## config.mk

```make
export PLATFORM = sky130hd
export DESIGN_NAME = clock_time_ctrl_flat
export DESIGN_NICKNAME = d
export VERILOG_FILES = /design/src/rtl/clock_time_ctrl_pkg.sv /design/src/rtl/clock_time_ctrl_if.sv /design/src/rtl/clock_time_ctrl_sec_prescaler.sv /design/src/rtl/clock_time_ctrl.sv /design/src/flat_wrapper.sv
export SDC_FILE = /design/constraint.sdc
export NUM_CORES = 1
export LEC_CHECK = 0
export ABC_AREA = 1
export CORE_ASPECT_RATIO = 1.4
export CORE_MARGIN = 3
export CORE_UTILIZATION = 45
export CTS_BUF_LIST = sky130_fd_sc_hd__clkbuf_16
export DETAILED_ROUTE_END_ITERATION = 10
export GPL_TIMING_DRIVEN = 0
export PLACE_DENSITY = 0.69
export SETUP_SLACK_MARGIN = 0.2
export SLEW_MARGIN = 20
export SYNTH_ARGS = -nofsm -noshare
export SYNTH_HDL_FRONTEND = slang
export SYNTH_SLANG_ARGS = --single-unit
```

## constraint.sdc

```tcl
create_clock -name clk -period 4 [get_ports clk]
set_input_delay 0.8 -clock clk [delete_from_list [all_inputs] [get_ports clk]]
set_output_delay 0.8 -clock clk [all_outputs]
set_load 0.01 [all_outputs]
```

## src/rtl/clock_time_ctrl_pkg.sv

```systemverilog
// clock_ctrl_pkg: shared setting-mode states, field limits and the mode-step helper
package clock_ctrl_pkg;
    typedef enum logic [1:0] {RUN, SET_HR, SET_MIN} state_t;
    localparam logic [5:0] SEC_MAX = 6'd59;
    localparam logic [5:0] MIN_MAX = 6'd59;
    localparam logic [3:0] HR_PM_FLIP = 4'd11;
    function automatic state_t next_mode(input state_t s);
        return s == RUN ? SET_HR : s == SET_HR ? SET_MIN : RUN;
    endfunction
endpackage

```

## src/rtl/clock_time_ctrl_if.sv

```systemverilog
// clock_time_ctrl_if: buttons/hour counter in, time fields and hour-advance pulse out
interface clock_time_ctrl_if;
    logic       mode_btn;
    logic       inc_btn;
    logic [3:0] hour_cnt;
    logic       hr_adv;
    logic [5:0] minutes;
    logic [5:0] seconds;
    logic       pm;
    logic       set_hr_act;
    logic       set_min_act;
    modport master (output mode_btn, inc_btn, hour_cnt,
                    input hr_adv, minutes, seconds, pm, set_hr_act, set_min_act);
    modport slave (input mode_btn, inc_btn, hour_cnt,
                   output hr_adv, minutes, seconds, pm, set_hr_act, set_min_act);
endinterface

```

## src/rtl/clock_time_ctrl_sec_prescaler.sv

```systemverilog
// sec_prescaler: divides clk down to a one-cycle tick every CLK_PER_SEC cycles
module sec_prescaler #(
    parameter int CLK_PER_SEC = 50_000_000
) (
    input  logic clk,
    input  logic reset,
    input  logic run,
    input  logic clr,
    output logic tick
);
    localparam int W = CLK_PER_SEC > 1 ? $clog2(CLK_PER_SEC) : 1;
    localparam logic [W-1:0] TERM = W'(CLK_PER_SEC - 1);
    logic [W-1:0] cnt;
    assign tick = run && !clr && cnt == TERM;
    always_ff @(posedge clk or posedge reset)
        if (reset) cnt <= '0;
        else if (clr || tick) cnt <= '0;
        else if (run) cnt <= cnt + 1'b1;
endmodule

```

## src/rtl/clock_time_ctrl.sv

```systemverilog
// clock_time_ctrl: seconds/minutes keeping, AM/PM flag, hour-advance pulses and setting FSM
module clock_time_ctrl
    import clock_ctrl_pkg::*;
#(
    parameter int CLK_PER_SEC = 50_000_000
) (
    input logic               clk,
    input logic               reset,
    clock_time_ctrl_if.slave  bus
);
    state_t     state, state_d;
    logic       tick, mode, inc, sec_wrap, min_step, adv_d, pm_d, adv_q, pm_q;
    logic [5:0] sec_q, min_q, sec_d, min_d;
    assign mode = bus.mode_btn;
    assign inc  = bus.inc_btn && !bus.mode_btn;
    sec_prescaler #(.CLK_PER_SEC(CLK_PER_SEC)) u_pre (
        .clk   (clk),
        .reset (reset),
        .run   (state == RUN),
        .clr   (mode || state != RUN),
        .tick  (tick)
    );
    // an inc arriving while hr_adv is high sees a stale hour_cnt, so it is dropped
    always_comb begin
        state_d  = mode ? next_mode(state) : state;
        sec_wrap = tick && sec_q == SEC_MAX;
        min_step = sec_wrap || (state == SET_MIN && inc);
        sec_d    = (mode || state != RUN || sec_wrap) ? 6'd0 : tick ? sec_q + 6'd1 : sec_q;
        min_d    = !min_step ? min_q : min_q == MIN_MAX ? 6'd0 : min_q + 6'd1;
        adv_d    = (sec_wrap && min_q == MIN_MAX) || (state == SET_HR && inc && !adv_q);
        pm_d     = pm_q ^ (adv_d && bus.hour_cnt == HR_PM_FLIP);
    end
    always_ff @(posedge clk or posedge reset)
        if (reset) begin
            state <= RUN;
            sec_q <= '0;
            min_q <= '0;
            adv_q <= 1'b0;
            pm_q  <= 1'b0;
        end else begin
            state <= state_d;
            sec_q <= sec_d;
            min_q <= min_d;
            adv_q <= adv_d;
            pm_q  <= pm_d;
        end
    assign bus.hr_adv      = adv_q;
    assign bus.minutes     = min_q;
    assign bus.seconds     = sec_q;
    assign bus.pm          = pm_q;
    assign bus.set_hr_act  = state == SET_HR;
    assign bus.set_min_act = state == SET_MIN;
endmodule

```

## src/flat_wrapper.sv

```systemverilog
// flat-port wrapper written by rule: the top's interface ports become plain ports
module clock_time_ctrl_flat import clock_ctrl_pkg::*;
#(
    parameter int CLK_PER_SEC = 50_000_000
)
  (clk, reset, bus_mode_btn, bus_inc_btn, bus_hour_cnt, bus_hr_adv, bus_minutes, bus_seconds, bus_pm, bus_set_hr_act, bus_set_min_act);
  clock_time_ctrl_if bus_i ();
  input logic clk;
  input logic reset;
  input wire logic [$bits(bus_i.mode_btn)-1:0] bus_mode_btn;
  input wire logic [$bits(bus_i.inc_btn)-1:0] bus_inc_btn;
  input wire logic [$bits(bus_i.hour_cnt)-1:0] bus_hour_cnt;
  output wire logic [$bits(bus_i.hr_adv)-1:0] bus_hr_adv;
  output wire logic [$bits(bus_i.minutes)-1:0] bus_minutes;
  output wire logic [$bits(bus_i.seconds)-1:0] bus_seconds;
  output wire logic [$bits(bus_i.pm)-1:0] bus_pm;
  output wire logic [$bits(bus_i.set_hr_act)-1:0] bus_set_hr_act;
  output wire logic [$bits(bus_i.set_min_act)-1:0] bus_set_min_act;
  assign bus_i.mode_btn = bus_mode_btn;
  assign bus_i.inc_btn = bus_inc_btn;
  assign bus_i.hour_cnt = bus_hour_cnt;
  assign bus_hr_adv = bus_i.hr_adv;
  assign bus_minutes = bus_i.minutes;
  assign bus_seconds = bus_i.seconds;
  assign bus_pm = bus_i.pm;
  assign bus_set_hr_act = bus_i.set_hr_act;
  assign bus_set_min_act = bus_i.set_min_act;
  clock_time_ctrl #(.CLK_PER_SEC(CLK_PER_SEC)) u_core (.clk(clk), .reset(reset), .bus(bus_i));
endmodule
```

======== Word-level counts from Yosys, hierarchy flattened ========
Index checks and enable logic that the tools add are counted.
word-level totals
  output and inout bits ................... 16
  logic and storage cells ................. 44
  bits in registers ....................... 42
operators by class
  add/subtract/negate cells ............... 3
  multiplexer cells ....................... 7
  bitwise gates (word level) .............. 1
  reduce and logical (&&, ||, !) cells .... 21
  equal/unequal tests ..................... 6
operators with widths
  cell                                                  number
  two-way mux 26 bit                                    2
  adder 26 x 1 -> 26 bit (second input constant)        1
  equality test 26 bit (second input constant)          1
  two-way mux 6 bit                                     3
  adder 6 x 1 -> 6 bit (second input constant)          2
  equality test 6 bit (second input constant)           2
  logical AND 1 bit                                     9
  nonzero test 2 bit                                    3
  logical OR 1 bit                                      5
  equality test 4 bit (second input constant)           1
  two-way mux 2 bit                                     2
  logical NOT 1 bit                                     3
  equality test 2 x 1 -> 1 bit (second input constant)  1
  equality test 2 bit (second input constant)           1
  logical NOT 2 bit                                     1
  XOR 1 bit                                             1

======== Longest topological paths before layout ========
  word-level depth ........................ 10
  gate-level depth with buffers ........... 10
  depth with buffers taken out ............ 10

======== Cells and area by module ========
From an unflattened synthesis, not the netlist that was laid out.
second synthesis, totals
  cell total of the unflattened synthesis .. 403
  area total of the unflattened synthesis .. 2733.9 um^2
by module, submodules not included
  module           cells each  sequential area each (um^2)  times used  area each (um^2)
  sec_prescaler    289         650.6                        1           1841.8
  clock_time_ctrl  114         400.4                        1           892.1

======== Worst setup path after synthesis ========
OpenSTA, ideal clock, no wires.
  path kind ............................... input-to-reg
  start ................................... input bus_mode_btn
  end ..................................... register u_core.u_pre.cnt[21]
  arrival ................................. 1.641 ns
  required time ........................... 3.880 ns
  setup slack ............................. 2.239 ns
  buffers on the path ..................... 1
  stages .................................. 7
  cell sequence ........................... nor2_4 > nand3_1 > nor2_4 > inv_4 > nand2_8 > buf_12 > nor2_1
between the ends
  word-level cells in the longest chain between the ends .. 6
  elaborated cells between the ends (all ways) .. 7
  those cells by class .................... mux: 1; reduce/logical: 6
ends and longest elaborated chain
  what                                                             RTL line                             text
  start: declaration                                               flat_wrapper.sv:10                   input wire logic [$bits(bus_i.mode_btn)-1:0] bus_mode_btn;
  logical OR 1 bit *                                               clock_time_ctrl.sv:20                .clr (mode || state != RUN),
  logical NOT 1 bit                                                clock_time_ctrl_sec_prescaler.sv:14  assign tick = run && !clr && cnt == TERM;
  logical AND 1 bit (2 in series)                                  clock_time_ctrl_sec_prescaler.sv:14
  logical OR 1 bit *                                               clock_time_ctrl_sec_prescaler.sv:17  else if (clr || tick) cnt <= '0;
  two-way mux 26 bit / nonzero test 2 bit (equally long branches)  n/a
  end signal: assignment                                           clock_time_ctrl_sec_prescaler.sv:18  else if (run) cnt <= cnt + 1'b1;
  end: declaration                                                 clock_time_ctrl_sec_prescaler.sv:13  logic [W-1:0] cnt;
Every way passes the cells marked *; elsewhere a longest branch is shown, timed or not.
A chain may end at the register's enable or synchronous reset.

======== Worst setup path after layout ========
  start ................................... input bus_mode_btn
  end ..................................... register u_core.u_pre.cnt[9]
The elaborated chain is that of the path after synthesis.

==> results.json <==
{
  "min_from": "u_core.bus.pm",
  "clk_path_buf_depth": 2,
  "die_area_um2": 6560,
  "cts-root-buf": "clkbuf_16",
  "drt_wl_total_mm": 5.82,
  "status": "finished, final reports clean",
  "rrSetupSlack_ns": 1.97,
  "max_cap_violations": 0,
  "gr-total-overflow": 0,
  "max_freq_ghz": 0.441,
  "min_period_ns": 2.27,
  "netlist_area_um2": 2520,
  "die_w_um": 69.3,
  "r2r_cells": 9,
  "vias_per_cell": 5.11,
  "drc": 0,
  "post-route-period-util_pct": 56.7,
  "hold_viol_final": 0,
  "detail_route.first_pass.iterations": 4,
  "fin_util_pct": 56.3,
  "cp_max_fo": 10,
  "fp.dieH_um": 94.6,
  "first_global_vias": 2227,
  "syn_nets": 358,
  "leakage_nw": 1.23,
  "start_kind": "primary input",
  "startpoint": "bus_mode_btn",
  "yosys_warnings": 0,
  "critPathArrivalTime_ns": 2.44,
  "syn_inst": 347,
  "initialDrtViolationCount": 136,
  "port_buffers": 23,
  "syn_avg_cell_area_um2": 7.28,
  "routed-via-count": 2268,
  "cp-end-kind": "register",
  "reg2reg_from": "u_core.u_pre.cnt[0]",
  "drive_above_1_share_pct": 6.61,
  "postCtsSetupBuffers": 0,
  "grt_use_total_pct": 19.4,
  "ctsResizeCount": 0,
  "grt_pass1_wl_mm": 10.1,
  "maxSlewHeadroom_pct": 72.7,
  "worstMarginPinSlew_ns": 0.406,
  "syn2layout_area_growth_pct": 18.4,
  "rsz0062_at_grt": "false",
  "multi_input_area_um2": 1260,
  "hold_depth": 2,
  "seq_area_um2": 1050,
  "ioPinCount": 24,
  "holdPathEnd": "u_core.bus.pm",
  "cts_tree": "done",
  "rows": 31,
  "antenna_found_initial": 0,
  "initial_core_util_pct": 47.5,
  "cts-buffers-inserted": 5,
  "setup_violations": 0,
  "clock_latency_ns": 0.28,
  "fin_skew_ns": 0.00264,
  "clkTransAtPathRegs_ns": 0.06,
  "fin_nets": 389,
  "htree_levels": 2,
  "fill_cells": 489,
  "powerDensity_nw_per_um2": 362,
  "irDropWorstVdd_uv": 289,
  "tns_ns": 0,
  "hp-class": "reg -> reg",
  "hold_buffers": 0,
  "clock-sinks": 42,
  "worstPathRequired_ns": 4.17,
  "ant_nets": 0,
  "ys_ff_latch": 42,
  "gp_congestion": 0.851,
  "seq_area_frac_synth_pct": 41.6,
  "core_um2": 5310,
  "crit_type": "in -> reg",
  "antenna_cells": 0,
  "wire_per_inst_um": 13.1,
  "place_hpwl_mm": 4.35,
  "finalMaxSlewViolations": 0,
  "rr_endpoint": "u_core.u_pre.cnt[9]",
  "dp_cells": 437,
  "synth_cell_types": 28,
  "grt_max_degree": 29,
  "finalNonFillerCells": 444
}
==> layout make-up <==
| class | instances | share of cell area (%) |
|---|---|---|
| Timing Repair Buffer | 24 | 8.37 |
| Clock inverter | 2 | 0.251 |
| Tap cell | 66 | 2.76 |
| Sequential cell | 42 | 35.1 |
| Clock buffer | 5 | 4.18 |
| Buffer | 3 | 1.30 |
| Inverter | 46 | 5.86 |
| Multi-Input combinational cell | 256 | 42.1 |
==> power breakdown <==
part           leakage [nW]  switching [mW]  internal (mW)
Sequential            0.575          0.0312          0.457
Combinational         0.587           0.112          0.102
Clock                0.0723           0.157          0.223
Total                  1.23           0.301          0.782
==> state kept, by name, indices dropped and copies added, names as in the netlist <==
| register | flops |
|---|---|
| u_core.u_pre.cnt | 26 |
| u_core.bus.hr_adv | 1 |
| u_core.bus.pm | 1 |
| u_core.state | 2 |
| u_core.bus.minutes | 6 |
| u_core.bus.seconds | 6 |
==> worst max-delay path: stages <==
cell             delay, ns
clkdlybuf4s50_1       0.53
nor2_4                0.26
nand3_1               0.17
nor2_4                0.25
inv_4                 0.09
nand2_8               0.12
buf_8                 0.15
nor2_1                0.06
==> synth_stat cells <==
master    instances  area share (%)
nand3_1          27             5.4
xor2_1            9             3.1
dfrtp_1          42              42
a21oi_1           4            0.79
inv_1            44             6.5
o21ai_0           9             1.8
and3_1            1            0.25
nand4_1          11             2.7
nand2_1          91              14
clkbuf_1          1            0.15
a31oi_1           1            0.25
nand3b_1          2            0.59
inv_2             1            0.15
buf_12            1            0.79
nor2_2            3            0.74
nor3_2            6             2.4
nor2_1           60             8.9
nor3b_1           4             1.2
xnor2_1           2            0.69
nand2_2           1            0.25
nand2_8           1            0.79
nor3_1           16             3.2
o21bai_1          1            0.30
buf_8             1            0.59
ha_1              3             1.5
nor2_4            3             1.3
inv_4             1            0.25
nor4_1            1            0.25
==> per-layer routing <==
metal  vias up  track usage, %  share of wire (%)
met5         -               0                  0
met4         0            8.14                2.7
met3        13            2.98                3.1
met2        48            34.7                 51
met1      1046            23.1                 43
li1       1161               -                  -
==> how the worst max path moves through the flow <==
stage                                endpoint  cells after the start  slack [ns]
final                     u_core.u_pre.cnt[9]                      8        1.73
after global routing      u_core.u_pre.cnt[9]                      8        1.64
after CTS                 u_core.u_pre.cnt[9]                      8        1.71
after detailed placement  u_core.u_pre.cnt[9]                      8        1.43
after global placement    u_core.u_pre.cnt[1]                      2        1.27
after floorplan             u_core.bus.hr_adv                      1        2.23
==> cell usage in the layout, fill, tap and decap left out, types with 2 or more instances in the layout <==
cell             synthesis  routed
xnor2_1                  2       2
nand4_1                 11      11
nand3b_1                 2       2
clkdlybuf4s50_1          0      23
nand3_1                 27      27
buf_12                   1       2
nor3b_1                  4       4
inv_2                    1       2
nor2_2                   3       3
xor2_1                   9       9
nor3_2                   6       6
ha_1                     3       3
a21oi_1                  4       4
nor2_1                  60      60
nand2_1                 91      91
nor3_1                  16      16
o21ai_0                  9       9
nor2_4                   3       3
inv_1                   44      45
clkbuf_16                0       5
dfrtp_1                 42      42
==> through the flow <==
step / hold WS, ns / total power, mW / area [µm²] / setup slack, ns
after floorplan: 0.468 / 0.611 / 2520 / 2.23
after global placement: 0.479 / 0.706 / 2840 / 1.27
after detailed placement: 0.503 / 0.710 / 2860 / 1.43
after CTS: 0.518 / 1.09 / 2990 / 1.71
after global routing: 0.564 / 1.14 / 2990 / 1.64
final: 0.517 / 1.08 / 2990 / 1.73
==> cells by family (layout without fill, tap and decap cells) <==
family / Yosys count / in the layout / synth area share, %
flip-flops: 42 / 42 / 41.6
buffers and inverters: 49 / 80 / 8.47
AO/OA/AOI/OAI: 15 / 15 / 3.12
AND/OR/NAND/NOR: 227 / 227 / 41.5
XOR/XNOR: 11 / 11 / 3.82
adder cells (fa/ha/maj): 3 / 3 / 1.49
Note: power is estimated with default switching activity, not from simulation.
